===== config.mk =====
export PLATFORM = sky130hd
export DESIGN_NAME = heaa_32b9inacc_sub_pipe_flat
export DESIGN_NICKNAME = d
export VERILOG_FILES = /design/src/rtl/heaa_32b9inacc_sub_pipe_if.sv /design/src/rtl/heaa_32b9inacc_sub_pipe.sv /design/src/flat_wrapper.sv
export SDC_FILE = /design/constraint.sdc
export NUM_CORES = 1
export LEC_CHECK = 0
export BUFFER_PORTS_ARGS = -buffer_cell sky130_fd_sc_hd__buf_2
export CAP_MARGIN = 0
export CORE_AREA = 2 2 94 96
export CTS_CLUSTER_SIZE = 16
export DETAILED_ROUTE_END_ITERATION = 7
export DIE_AREA = 0 0 96 98
export GPL_TIMING_DRIVEN = 0
export PLACE_DENSITY = 0.84
export SKIP_CTS_REPAIR_TIMING = 1
export SLEW_MARGIN = 10
export SYNTH_ARGS = -nofsm -noshare
export SYNTH_HDL_FRONTEND = slang
export SYNTH_SLANG_ARGS = --single-unit

===== constraint.sdc =====
create_clock -name clk -period 4.9 [get_ports clk]
set_clock_uncertainty 0.05 [all_clocks]
set_input_delay 0.49 -clock clk [delete_from_list [all_inputs] [get_ports clk]]
set_output_delay 0.49 -clock clk [all_outputs]
set_load 0.005 [all_outputs]

===== src/rtl/heaa_32b9inacc_sub_pipe_if.sv =====
// Operand/result stream bundle for the HEAA approximate subtractor.
// master drives operands and consumes results; slave is the datapath.
interface heaa_32b9inacc_sub_pipe_if #(
  parameter int WIDTH = 32
);
  logic             in_valid;
  logic             in_ready;
  logic [WIDTH-1:0] a;
  logic [WIDTH-1:0] b;
  logic             out_valid;
  logic             out_ready;
  logic [WIDTH:0]   diff;

  modport master (
    output in_valid,
    output a,
    output b,
    output out_ready,
    input  in_ready,
    input  out_valid,
    input  diff
  );

  modport slave (
    input  in_valid,
    input  a,
    input  b,
    input  out_ready,
    output in_ready,
    output out_valid,
    output diff
  );
endinterface


===== src/rtl/heaa_32b9inacc_sub_pipe.sv =====
// HEAA approximate subtractor a + ~b: OR low bits, half-add boundary,
// 4-bit-group CLA high part, two register stages on a valid/ready stream.
module heaa_32b9inacc_sub_pipe #(
  parameter int WIDTH = 32,
  parameter int INACC = 9
) (
  input logic clk,
  input logic rst_n,
  heaa_32b9inacc_sub_pipe_if.slave bus
);

  localparam int HW = WIDTH - INACC;
  localparam int NG = (HW + 3) / 4;
  localparam int PW = NG * 4;

  typedef struct packed {
    logic [INACC-1:0] lo;
    logic [HW-1:0]    p;
    logic [HW-1:0]    g;
    logic [NG-1:0]    gp;
    logic [NG-1:0]    gg;
    logic             c;
  } s1_t;

  s1_t            s1_d;
  s1_t            s1_q;
  logic           s1_valid;
  logic           s2_valid;
  logic [WIDTH:0] s2_d;
  logic [WIDTH:0] s2_q;
  logic           s1_adv;
  logic           s2_adv;

  logic [WIDTH-1:0] nb;
  logic [PW-1:0]    pp;
  logic [PW-1:0]    gq;
  logic             pk;
  logic             gk;

  logic [NG:0]   cg;
  logic [HW-1:0] hs;
  logic          cr;

  assign s2_adv       = !s2_valid | bus.out_ready;
  assign s1_adv       = !s1_valid | s2_adv;
  assign bus.in_ready = s1_adv;
  assign bus.out_valid = s2_valid;
  assign bus.diff     = s2_q;

  always_comb begin
    nb   = ~bus.b;
    s1_d = '0;
    for (int i = 0; i < INACC - 1; i++) begin
      s1_d.lo[i] = bus.a[i] | nb[i];
    end
    s1_d.lo[INACC-1] = bus.a[INACC-1] ^ nb[INACC-1];
    s1_d.c = bus.a[INACC-1] & nb[INACC-1];
    s1_d.p = bus.a[WIDTH-1:INACC] ^ nb[WIDTH-1:INACC];
    s1_d.g = bus.a[WIDTH-1:INACC] & nb[WIDTH-1:INACC];
    // padding bits propagate and never generate, so a partial group is exact
    pp = '1;
    gq = '0;
    pp[HW-1:0] = s1_d.p;
    gq[HW-1:0] = s1_d.g;
    pk = 1'b1;
    gk = 1'b0;
    for (int k = 0; k < NG; k++) begin
      pk = 1'b1;
      gk = 1'b0;
      for (int j = 0; j < 4; j++) begin
        gk = gq[k*4+j] | (pp[k*4+j] & gk);
        pk = pk & pp[k*4+j];
      end
      s1_d.gp[k] = pk;
      s1_d.gg[k] = gk;
    end
  end

  always_comb begin
    cg    = '0;
    cg[0] = s1_q.c;
    for (int k = 0; k < NG; k++) begin
      cg[k+1] = s1_q.gg[k] | (s1_q.gp[k] & cg[k]);
    end
    hs = '0;
    cr = 1'b0;
    for (int i = 0; i < HW; i++) begin
      if (i % 4 == 0) cr = cg[i/4];
      hs[i] = s1_q.p[i] ^ cr;
      cr = s1_q.g[i] | (s1_q.p[i] & cr);
    end
    s2_d = {cg[NG], hs, s1_q.lo};
  end

  always_ff @(posedge clk or negedge rst_n) begin
    if (!rst_n) begin
      s1_valid <= 1'b0;
      s1_q     <= '0;
    end else if (s1_adv) begin
      s1_valid <= bus.in_valid;
      if (bus.in_valid) s1_q <= s1_d;
    end
  end

  always_ff @(posedge clk or negedge rst_n) begin
    if (!rst_n) begin
      s2_valid <= 1'b0;
      s2_q     <= '0;
    end else if (s2_adv) begin
      s2_valid <= s1_valid;
      if (s1_valid) s2_q <= s2_d;
    end
  end

endmodule


===== src/flat_wrapper.sv =====
// flat-port wrapper written by rule: the top's interface ports become plain ports
module heaa_32b9inacc_sub_pipe_flat 
#(
  parameter int WIDTH = 32,
  parameter int INACC = 9
)
  (clk, rst_n, bus_in_valid, bus_a, bus_b, bus_out_ready, bus_in_ready, bus_out_valid, bus_diff);
  heaa_32b9inacc_sub_pipe_if #(.WIDTH(WIDTH)) bus_i ();
  input logic clk;
  input logic rst_n;
  input wire logic [$bits(bus_i.in_valid)-1:0] bus_in_valid;
  input wire logic [$bits(bus_i.a)-1:0] bus_a;
  input wire logic [$bits(bus_i.b)-1:0] bus_b;
  input wire logic [$bits(bus_i.out_ready)-1:0] bus_out_ready;
  output wire logic [$bits(bus_i.in_ready)-1:0] bus_in_ready;
  output wire logic [$bits(bus_i.out_valid)-1:0] bus_out_valid;
  output wire logic [$bits(bus_i.diff)-1:0] bus_diff;
  assign bus_i.in_valid = bus_in_valid;
  assign bus_i.a = bus_a;
  assign bus_i.b = bus_b;
  assign bus_i.out_ready = bus_out_ready;
  assign bus_in_ready = bus_i.in_ready;
  assign bus_out_valid = bus_i.out_valid;
  assign bus_diff = bus_i.diff;
  heaa_32b9inacc_sub_pipe #(.WIDTH(WIDTH), .INACC(INACC)) u_core (.clk(clk), .rst_n(rst_n), .bus(bus_i));
endmodule

==> results of run 1 <==
## flip-flops by register name (all words and copies together), names as in the netlist
name / flops
u_core.s1_q: 61
u_core.bus.out_valid: 1
u_core.s1_valid: 1
u_core.cg: 1
u_core.bus.diff: 33
## layout make-up
class	count	area, um^2
Timing Repair Buffer	103	533
Multi-Input combinational cell	238	2150
Buffer	12	145
Clock inverter	5	55.1
Fill cell	595	2790
Tap cell	108	135
Sequential cell	97	2430
Clock buffer	11	141
Inverter	25	93.8
## per-layer routing
| layer | GRT usage, % | vias to the layer above | share of wire [%] |
|---|---|---|---|
| li1 | - | 1506 | - |
| met1 | 29.4 | 1540 | 43 |
| met2 | 34.8 | 84 | 51 |
| met3 | 3.55 | 12 | 3.8 |
| met4 | 7.91 | 0 | 1.8 |
| met5 | 0 | - | 0 |
## final timing paths
| kind | to | slack, ps | cells after the start | start |
|---|---|---|---|---|
| max | u_core.bus.diff[28]$_DFFE_PN0P_ | 2080 | 11 | u_core.cg[0]$_DFFE_PN0P_ |
| min | u_core.bus.diff[17]$_DFFE_PN0P_ | 130 | 1 | rst_n |
| max reg2reg | u_core.bus.diff[28]$_DFFE_PN0P_ | 2080 | 11 | u_core.cg[0]$_DFFE_PN0P_ |
| min reg2reg | u_core.bus.diff[31]$_DFFE_PN0P_ | 440 | 2 | u_core.bus.diff[31]$_DFFE_PN0P_ |
| max in group asynchronous | u_core.s1_q[33]$_DFFE_PN0P_ | 4000 | 2 | rst_n |
| min in group clk | u_core.s1_q[60]$_DFFE_PN0P_ | 350 | 3 | bus_a[1] |
## power groups by stage
stage | Sequential, mW | Combinational, mW | Clock (mW)
floorplan | 1.10 | 0.365 | 0
global placement | 1.10 | 0.592 | 0
detailed placement | 1.12 | 0.618 | 0
CTS | 1.10 | 0.623 | 0.525
global route | 1.12 | 0.679 | 0.558
finish | 1.10 | 0.614 | 0.517
## cells by family after synthesis
family                   after synthesis  synth area share [%]
flip-flops                            97                  50.4
adder cells (fa/ha/maj)               41                  10.7
XOR/XNOR                               6                  1.09
AND/OR/NAND/NOR                       75                  8.03
buffers and inverters                 37                  4.97
multiplexers                          69                  19.3
AO/OA/AOI/OAI                         47                  5.49
## worst reg2reg max path: cells and delay by family, from the launching register on
family,cells,cell delay (ps)
adder cells (fa/ha/maj),3,590
AO/OA/AOI/OAI,4,750
XOR/XNOR,1,160
AND/OR/NAND/NOR,3,720
flip-flops,1,450
## through the flow
step / util, % / instances
global placement: 64.5 / 582
detailed placement: 64.7 / 583
global route: 67.1 / 599
floorplan: - / 372
CTS: 67.1 / 599
finish: 67.1 / 599
## layout by cell type, fill, tap and decap left out, drive strengths merged
master and count:
nand2b 3, bufinv 1, buf 114, a21oi 8, o21ai 28, clkinvlp 2
xor2 6, nor2 11, nand4 6, mux2 68, nand3 1, o21bai 1
a21o 4, nand3b 1, ha 41, nor2b 8, nand2 33, clkinv 2
a2111oi 1, or2 11, dfrtp 97, inv 25, mux2i 1, clkbuf 12
a211oi 5, nor3 1
==> impl_metrics.tcl, run 1 <==
set metrics [dict create \
    dp.final_hpwl_um 7140 \
    grt_antenna_before_repair 0 \
    dr_total_vias 3142 \
    vias_per_cell 5.25 \
    synth-async-reset-ratio_pct 100 \
    combinationalPowerShare_pct 27.5 \
    routabilityCongestion 0.800 \
    drtAntennaViolNets 0 \
    gr-total-overflow 0 \
    pre_cts_ws_ps 2070 \
    cts_max_level 3 \
    synth_edf_count 0 \
    route.detailed.drc 0 \
    finalInstanceArea_um2 5680 \
    critical_path.n_buffers_inverters 0 \
    layout-drive-gt1-share_pct 43.0 \
    floorplan.initialDensity_pct 56.8 \
    syn-instance-count 372 \
    worst_path_dominant_cell_family "compound AO/OA/AOI/OAI gates" \
    synth_top_cell_by_area "sky130_fd_sc_hd__dfrtp_1" \
    timing.critical_path.to_type "register" \
    die_area_um2 9410 \
    worst_slew_pin_slew_ps 728 \
    layout.nets 595 \
    grt_pass1_vias 3278 \
    critical_path_peak_fanout 4 \
    power_density_nw_per_um2 393 \
    global_route_wire_length_before_repair_um 15500 \
    seq_power_share_pct 49.3 \
    placement_rows 34 \
    internal_pwr_total_mw 1.60 \
    finalWorstPathRequiredPeriod_ps 2820 \
    ioPinCount 103 \
    route.final.wire_length_um 9480 \
    root_buffer "sky130_fd_sc_hd__clkbuf_8" \
    first_iter_violations 122 \
    synth.yosys.warnings 0 \
    netlist_area_um2 4810 \
    tritoncts "yes" \
    cts_buffers 9 \
    synth_area_leaders "sky130_fd_sc_hd__dfrtp_1, sky130_fd_sc_hd__mux2_4, sky130_fd_sc_hd__ha_1" \
    p_leak_nw 2.98 \
    dominantRegCellSynth "sky130_fd_sc_hd__dfrtp_1" \
    timing.critical_path.slowest_cell_delay_ps 450 \
    clock_latency_ps 360 \
    min-delay-path-class "input pin to asynchronous set/reset pin" \
    placed_area_um2 5480 \
    port_buffers 102 \
    synth.yosys.seq_area_share_pct 50.4 \
    outcome "completed" \
    data_required_time_of_the_worst_path_ps 5090 \
    final_setup_violations 0 \
    cts.path.max_buffers 2 \
    crit_chain "a211oi_1 > o21bai_1 > a21o_1 > ha_1 > or2_2 > ha_1 > or2_2 > ha_1 > nor2_1 > xor2_1 > o21ai_0" \
    p_total_mw 2.23 \
    post-route-period-util_pct 57.5 \
    cap_viol_max_count 0 \
    wl_per_cell_um 15.8 \
    clock_share_of_power_pct 23.2 \
    syn_avg_cell_area_um2 12.9 \
    grt_start_max_net_pins 58 \
    post-route-worst-setup-slack_ps 2080 \
    hold-worst-slack_ps 129 \
    slew_viol_final 0 \
    clkSinkCount 97 \
    timing.slew.headroom_pct 51.4 \
    cts_clock_pin_slew_for_the_worst_setup_and_hold_paths_ps 90 \
    antenna_cells 0 \
    floorplan.die.width_um 96 \
    synth_most_common_cell "sky130_fd_sc_hd__dfrtp_1" \
    timing.critical_path.arrival_ps 3010 \
    synth_top_cells_by_count "sky130_fd_sc_hd__dfrtp_1, sky130_fd_sc_hd__ha_1, sky130_fd_sc_hd__mux2_4" \
    setup.worst_path.start_class "register" \
    final_hold_viol_count 0 \
    synthDistinctLibCells 27 \
    final_layout_setup_total_negative_slack_ps 0 \
    p_switching_mw 0.633 \
    swShare_pct 28.4 \
    core_area_um2 8470 \
    mapped_nets 481 \
    crit_path_frequent_cell "sky130_fd_sc_hd__ha_1" \
    worst_ir_drop_vdd_mv 0.188 \
    worstSetupPathType "register to register" \
    synth.top_cell.area_share_pct 50.4 \
    ys_ff_latch 97 \
    flow.area_growth_from_synthesis_pct 18.0 \
    achievable-frequency_ghz 0.355 \
    drt_pass1_iterations 4 \
    grt_use_total_pct 21.6 \
    critPathSlowestCell "sky130_fd_sc_hd__dfrtp_1" \
    die-height_um 98 \
    grt_setup_unrepaired "no" \
]
(Power assumes the default switching activity.)
==> inputs of run 2 (changes only) <==
ABC_AREA = 1   (was not set)
CORE_AREA = 2 2 100 102   (was 2 2 94 96)
DIE_AREA = 0 0 102 104   (was 0 0 96 98)
PLACE_DENSITY = 0.75   (was 0.84)
clock period = 2.5 ns   (was 4.9 ns; I/O delays follow)
==> impl_metrics.tcl, run 2 <==
set metrics [dict create \
    dp.final_hpwl_um 7690 \
    post-route-worst-setup-slack_ps 107 \
    power_density_nw_per_um2 753 \
    floorplan.die.width_um 102 \
    drtAntennaViolNets 0 \
    worst_slew_pin_slew_ps 627 \
    synth_area_leaders "sky130_fd_sc_hd__dfrtp_1, sky130_fd_sc_hd__nand2_1, sky130_fd_sc_hd__ha_1" \
    flow.area_growth_from_synthesis_pct 20.3 \
    global_route_wire_length_before_repair_um 17400 \
    antenna_cells 0 \
    layout-drive-gt1-share_pct 26.3 \
    layout.filler_cells 874 \
    main_combinational_cell_family_by_area_after_synthesis "simple AND/OR/NAND/NOR gates" \
    tritoncts "yes" \
    grt_pass1_vias 3758 \
    drt_pass1_iterations 4 \
    syn-instance-count 509 \
    final_setup_violations 0 \
    synth_most_common_cell "sky130_fd_sc_hd__nand2_1" \
    clkSinkCount 97 \
    largest_register_ffs 61 \
    grt_peak_use_layer "met2" \
    placement_rows 36 \
    floorplan.initialDensity_pct 48.1 \
    p_leak_nw 3.11 \
    rr_worst_depth 12 \
    timing.slew.headroom_pct 58.2 \
    synth.yosys.warnings 0 \
    timing.hold.worst_path_depth 3 \
    critical_path_peak_fanout 3 \
    yosys-mux-area-fraction_pct 0 \
    cts_max_level 3 \
    synth_top_cell_by_area "sky130_fd_sc_hd__dfrtp_1" \
    adder_and_majority_gate_portion_of_the_synthesized_area_pct 11.2 \
    port_buffers 102 \
    synth.yosys.seq_area_share_pct 52.8 \
    core_area_um2 9550 \
    data_required_time_of_the_worst_path_ps 2690 \
    cts_clock_pin_slew_for_the_worst_setup_and_hold_paths_ps 80 \
    multiInputGateArea_um2 1870 \
    worstSetupPathType "register to register" \
    gr-total-overflow 0 \
    cts.path.max_buffers 2 \
    outcome "completed" \
    root_buffer "sky130_fd_sc_hd__clkbuf_8" \
    dominantRegCellSynth "sky130_fd_sc_hd__dfrtp_1" \
    route.detailed.drc 0 \
    achievable-frequency_ghz 0.418 \
    cap_viol_max_count 0 \
    grtUsageMet3_pct 4.84 \
    mapped_nets 618 \
    layout.cells.most_common "sky130_fd_sc_hd__nand2_1" \
    synth-async-reset-ratio_pct 100 \
    timing.critical_path.arrival_ps 2590 \
    syn_avg_cell_area_um2 9.03 \
    vias_per_cell 4.88 \
    synth_edf_count 0 \
    synth_compound_gate_area_share_pct 9.15 \
    globalRouteMet1Util_pct 28.0 \
    dr_total_vias 3706 \
    final_cell_mix "sky130_fd_sc_hd__nand2_1, sky130_fd_sc_hd__buf_2, sky130_fd_sc_hd__dfrtp_1, sky130_fd_sc_hd__inv_1, sky130_fd_sc_hd__o21ai_1" \
    die-height_um 104 \
    cts_buffers 9 \
    setup.worst_path.start_class "register" \
    finalWorstPathRequiredPeriod_ps 2390 \
    synthDistinctLibCells 21 \
    clock_latency_ps 360 \
    wl_per_cell_um 14.0 \
    min-delay-path-class "input pin to register" \
    slew_viol_final 0 \
    layout.nets 735 \
    netlist_area_um2 4590 \
    ys_ff_latch 97 \
    grt_use_total_pct 21.1 \
    ioPinCount 103 \
    gr-usage-met2_pct 33.4 \
    route.final.wire_length_um 10700 \
    timing.critical_path.to_type "register" \
    synth_xor_area_share_pct 1.14 \
    reg_area_um2 2430 \
    die_area_um2 10600 \
    grt_antenna_before_repair 0 \
    final_hold_viol_count 0 \
    routabilityCongestion 0.839 \
    first_iter_violations 160 \
    placed_area_um2 5300 \
    grt_start_max_net_pins 52 \
    postLayoutCoreUtil_pct 57.9 \
    pre_cts_ws_ps -140 \
    registers.top_by_ff_count "u_core.s1_q" \
    worst_ir_drop_vdd_mv 0.253 \
    synth_top_cells_by_count "sky130_fd_sc_hd__nand2_1, sky130_fd_sc_hd__dfrtp_1, sky130_fd_sc_hd__inv_1" \
    synth.top_cell.area_share_pct 52.8 \
    post-route-period-util_pct 95.7 \
    finalInstanceArea_um2 5530 \
    synth_simple_gate_area_share_pct 17.8 \
]
## run 2: cell types whose count changed in the layout (fill, tap and decap cells not counted), sizes merged, moves of 3 or more
cell,before,now
nand4,6,0
o21ai,28,58
nor2b,8,0
o221ai,0,5
o41ai,0,4
inv,25,70
nand2b,3,0
a211oi,5,0
a21o,4,0
buf,114,121
nand2,33,178
mux2,68,0
## run 2: area by class of cell
cell class | instances | area share, %
multi-input cells | 324 | 33.8
well taps | 133 | 3.01
clock buffers | 10 | 2.31
flip-flops and latches | 97 | 43.9
repair buffers | 106 | 10.2
plain buffers | 18 | 1.86
clock inverters | 2 | 0.181
inverters | 70 | 4.75
## run 2: final timing paths
check	startpoint	end	slack (ps)
hold reg to reg	u_core.s1_q[67]$_DFFE_PN0P_	u_core.bus.diff[8]$_DFFE_PN0P_	430
min in group asynchronous	rst_n	u_core.s1_q[60]$_DFFE_PN0P_	390
hold / removal	bus_a[1]	u_core.s1_q[60]$_DFFE_PN0P_	80
setup reg to reg	u_core.cg[0]$_DFFE_PN0P_	u_core.bus.diff[20]$_DFFE_PN0P_	110
max in group asynchronous	rst_n	u_core.s1_q[51]$_DFFE_PN0P_	1360
setup / recovery	u_core.cg[0]$_DFFE_PN0P_	u_core.bus.diff[20]$_DFFE_PN0P_	110
## run 2: cells by family (layout without fill, tap and decap cells)
| group | after synthesis | count (layout) |
|---|---|---|
| XOR/XNOR | 6 | 6 |
| flip-flops | 97 | 97 |
| AND/OR/NAND/NOR | 201 | 201 |
| adder cells (fa/ha/maj) | 41 | 41 |
| buffers and inverters | 88 | 206 |
| AO/OA/AOI/OAI | 76 | 76 |
## run 2: per-layer routing
metal  up-vias  routed length (um)
li1       1825                   -
met1      1736                4790
met2       119                4950
met3        26                 662
met4         0                 274
met5         -                   0
## run 2: where the power goes
part / internal [mW] / total [mW] / switching, mW / leakage, nW
clock: 0.337 / 0.835 / 0.497 / 0.0737
combinational: 0.535 / 1.19 / 0.654 / 1.84
sequential: 1.93 / 2.14 / 0.205 / 1.20
total: 2.81 / 4.16 / 1.36 / 3.11
## run 2: critical path, cell delays in order (launching register included)
cell and delay, ps:
sky130_fd_sc_hd__dfrtp_1 420, sky130_fd_sc_hd__nand2_1 90, sky130_fd_sc_hd__nand2_2 70, sky130_fd_sc_hd__nand2_2 60, sky130_fd_sc_hd__nand2_2 60, sky130_fd_sc_hd__ha_1 190, sky130_fd_sc_hd__or2_2 290, sky130_fd_sc_hd__ha_1 190
sky130_fd_sc_hd__or2_2 290, sky130_fd_sc_hd__ha_1 200, sky130_fd_sc_hd__nor2_1 120, sky130_fd_sc_hd__xor2_1 170, sky130_fd_sc_hd__o21ai_1 80
## run 2: through the flow
| step | hold slack, ps | instances | setup TNS, ps | total power [mW] |
|---|---|---|---|---|
| final | 84.8 | 760 | 0 | 4.16 |
| after global placement | 407 | 744 | -114 | 3.28 |
| after global routing | 80.5 | 760 | -16.5 | 4.47 |
| after detailed placement | 257 | 745 | -140 | 3.32 |
| after CTS | -133 | 757 | -155 | 4.15 |
| after floorplan | -95.6 | 509 | 0 | 2.78 |
==> inputs of run 3 (changes only) <==
==> constraint.sdc (replaced) <==
create_clock -name clk -period 2.5 [get_ports clk]
set_clock_uncertainty 0.05 [all_clocks]
set_input_delay 0 -clock clk [delete_from_list [all_inputs] [get_ports clk]]
set_output_delay 0 -clock clk [all_outputs]
set_load 0.005 [all_outputs]
==> impl_metrics.tcl, run 3 (synthesized netlist as in run 2, its figures left out) <==
set metrics [dict create \
    worstSetupPathType "register to register" \
    gr-total-overflow 0 \
    tritoncts "yes" \
    clock_latency_ps 350 \
    wl_per_cell_um 14.2 \
    min-delay-path-class "input pin to register" \
    failed_checks "negative hold slack" \
    outcome "complete, but fails checks" \
    timing.reg2reg.setup_slack_ps 110 \
    worst_ir_drop_vdd_mv 0.260 \
    place_inst 745 \
    timing.slew.headroom_pct 58.1 \
    drt_pass1_iterations 4 \
    p_leak_nw 3.25 \
    crit_chain "nand2_1 > nand2_2 > nand2_2 > nand2_2 > nand2_2 > nand2_2 > nand2_2 > nand2_4 > ha_4 > or2_4 > ha_2 > or2_4 > ha_4 > nor2_4 > xor2_1 > o21ai_1" \
    cts_clock_pin_slew_for_the_worst_setup_and_hold_paths_ps 80 \
    route.detailed.drc 0 \
    registers.top_by_ff_count "u_core.s1_q" \
    setup.worst_path.start_class "register" \
    timing.critical_path.slowest_cell_delay_ps 420 \
    floorplan.die.width_um 102 \
    critical_path.n_buffers_inverters 0 \
    p_total_mw 4.21 \
    cts_buffers 9 \
    timing.critical_path.arrival_ps 2590 \
    finalWorstPathRequiredPeriod_ps 2390 \
    core_area_um2 9550 \
    final_layout_setup_total_negative_slack_ps 0 \
    layout.cells.most_common "sky130_fd_sc_hd__nand2_1" \
    post-route-period-util_pct 95.8 \
    grt_pass1_vias 3758 \
    die_area_um2 10600 \
    floorplan.initialDensity_pct 48.1 \
    cts.path.max_buffers 2 \
    worst_path_dominant_cell_family "simple AND/OR/NAND/NOR gates" \
    layout.cells.non_filler 794 \
    cts_max_level 3 \
    layout.nets 769 \
    flow.area_growth_from_synthesis_pct 27.8 \
    port_buffers 102 \
    first_iter_violations 168 \
    routabilityCongestion 0.839 \
    ioPinCount 103 \
    layout-drive-gt1-share_pct 25.0 \
    grt_start_max_net_pins 52 \
    antenna_cells 0 \
    slew_viol_final 0 \
    timing.critical_path.to_type "register" \
    postLayoutCoreUtil_pct 61.5 \
    critical_path_peak_fanout 3 \
    placement_rows 36 \
    power_density_nw_per_um2 717 \
    hold-worst-slack_ps -17.2 \
    clkSinkCount 97 \
    critPathSlowestCell "sky130_fd_sc_hd__dfrtp_1" \
    grt_use_total_pct 21.1 \
    cap_viol_max_count 0 \
    root_buffer "sky130_fd_sc_hd__clkbuf_8" \
    final_hold_viol_count 4 \
    largest_register_ffs 61 \
    final_cell_mix "sky130_fd_sc_hd__nand2_1, sky130_fd_sc_hd__buf_2, sky130_fd_sc_hd__dfrtp_1, sky130_fd_sc_hd__inv_1, sky130_fd_sc_hd__o21ai_1" \
    dp.final_hpwl_um 7690 \
    die-height_um 104 \
    crit_path_frequent_cell "sky130_fd_sc_hd__nand2_2" \
    worst_slew_pin_slew_ps 629 \
    grt_antenna_before_repair 0 \
    global_route_wire_length_before_repair_um 17400 \
    route.final.wire_length_um 11300 \
    vias_per_cell 4.84 \
    dr_total_vias 3839 \
    data_required_time_of_the_worst_path_ps 2700 \
    achievable-frequency_ghz 0.418 \
    final_setup_violations 0 \
    drtAntennaViolNets 0 \
]
run 3: changes by cell type in the layout (fill, tap and decap cells not counted):
cell	change
sky130_fd_sc_hd__dlygate4sd3_1	+34
run 3: final cells by class:
| cell class | count | area [um^2] |
|---|---|---|
| fill | 829 | 3680 |
| sequential | 97 | 2430 |
| multi-input combinational | 324 | 1870 |
| timing repair buffer | 140 | 906 |
| inverter | 70 | 263 |
| tap | 133 | 166 |
| clock buffer | 10 | 128 |
| buffer | 18 | 103 |
| clock inverter | 2 | 10.0 |
run 3: path summary, 6_finish.rpt:
path | endpoint | startpoint | cells past startpoint
max reg2reg | u_core.bus.diff[28]$_DFFE_PN0P_ | u_core.cg[0]$_DFFE_PN0P_ | 16
min | u_core.s1_q[44]$_DFFE_PN0P_ | bus_a[17] | 4
min in group asynchronous | u_core.s1_q[60]$_DFFE_PN0P_ | rst_n | 2
max | u_core.bus.diff[28]$_DFFE_PN0P_ | u_core.cg[0]$_DFFE_PN0P_ | 16
max in group asynchronous | u_core.s1_q[51]$_DFFE_PN0P_ | rst_n | 3
min reg2reg | u_core.bus.diff[8]$_DFFE_PN0P_ | u_core.s1_q[67]$_DFFE_PN0P_ | 2
run 3: power breakdown:
group,switching (mW),internal (mW)
combinational,0.669,0.576
sequential,0.207,1.94
clock,0.487,0.337
run 3: worst register-to-register path, delay by kind of cell, from the launching register on:
kind / cells / cell delay [ps]
AOI/OAI and AO/OA: 1 / 90
xor gates and xnor gates: 1 / 150
adders and majority gates: 3 / 490
DFF: 1 / 420
and+or+nand+nor: 11 / 1100
run 3: per-layer routing:
layer	global-route usage, %	part of all wire, %	vias to the layer above
li1	-	-	1895
met4	8.57	1.9	0
met5	0	0	-
met2	33.4	48	99
met3	4.84	5.0	20
met1	28.0	45	1825
run 3: stage by stage:
stage	cell area, um^2	setup slack, ps
after global placement	5270	-114
after CTS	5440	-155
after global routing	5870	-16.6
final	5870	106
after floorplan	4590	83.9
after detailed placement	5300	-140
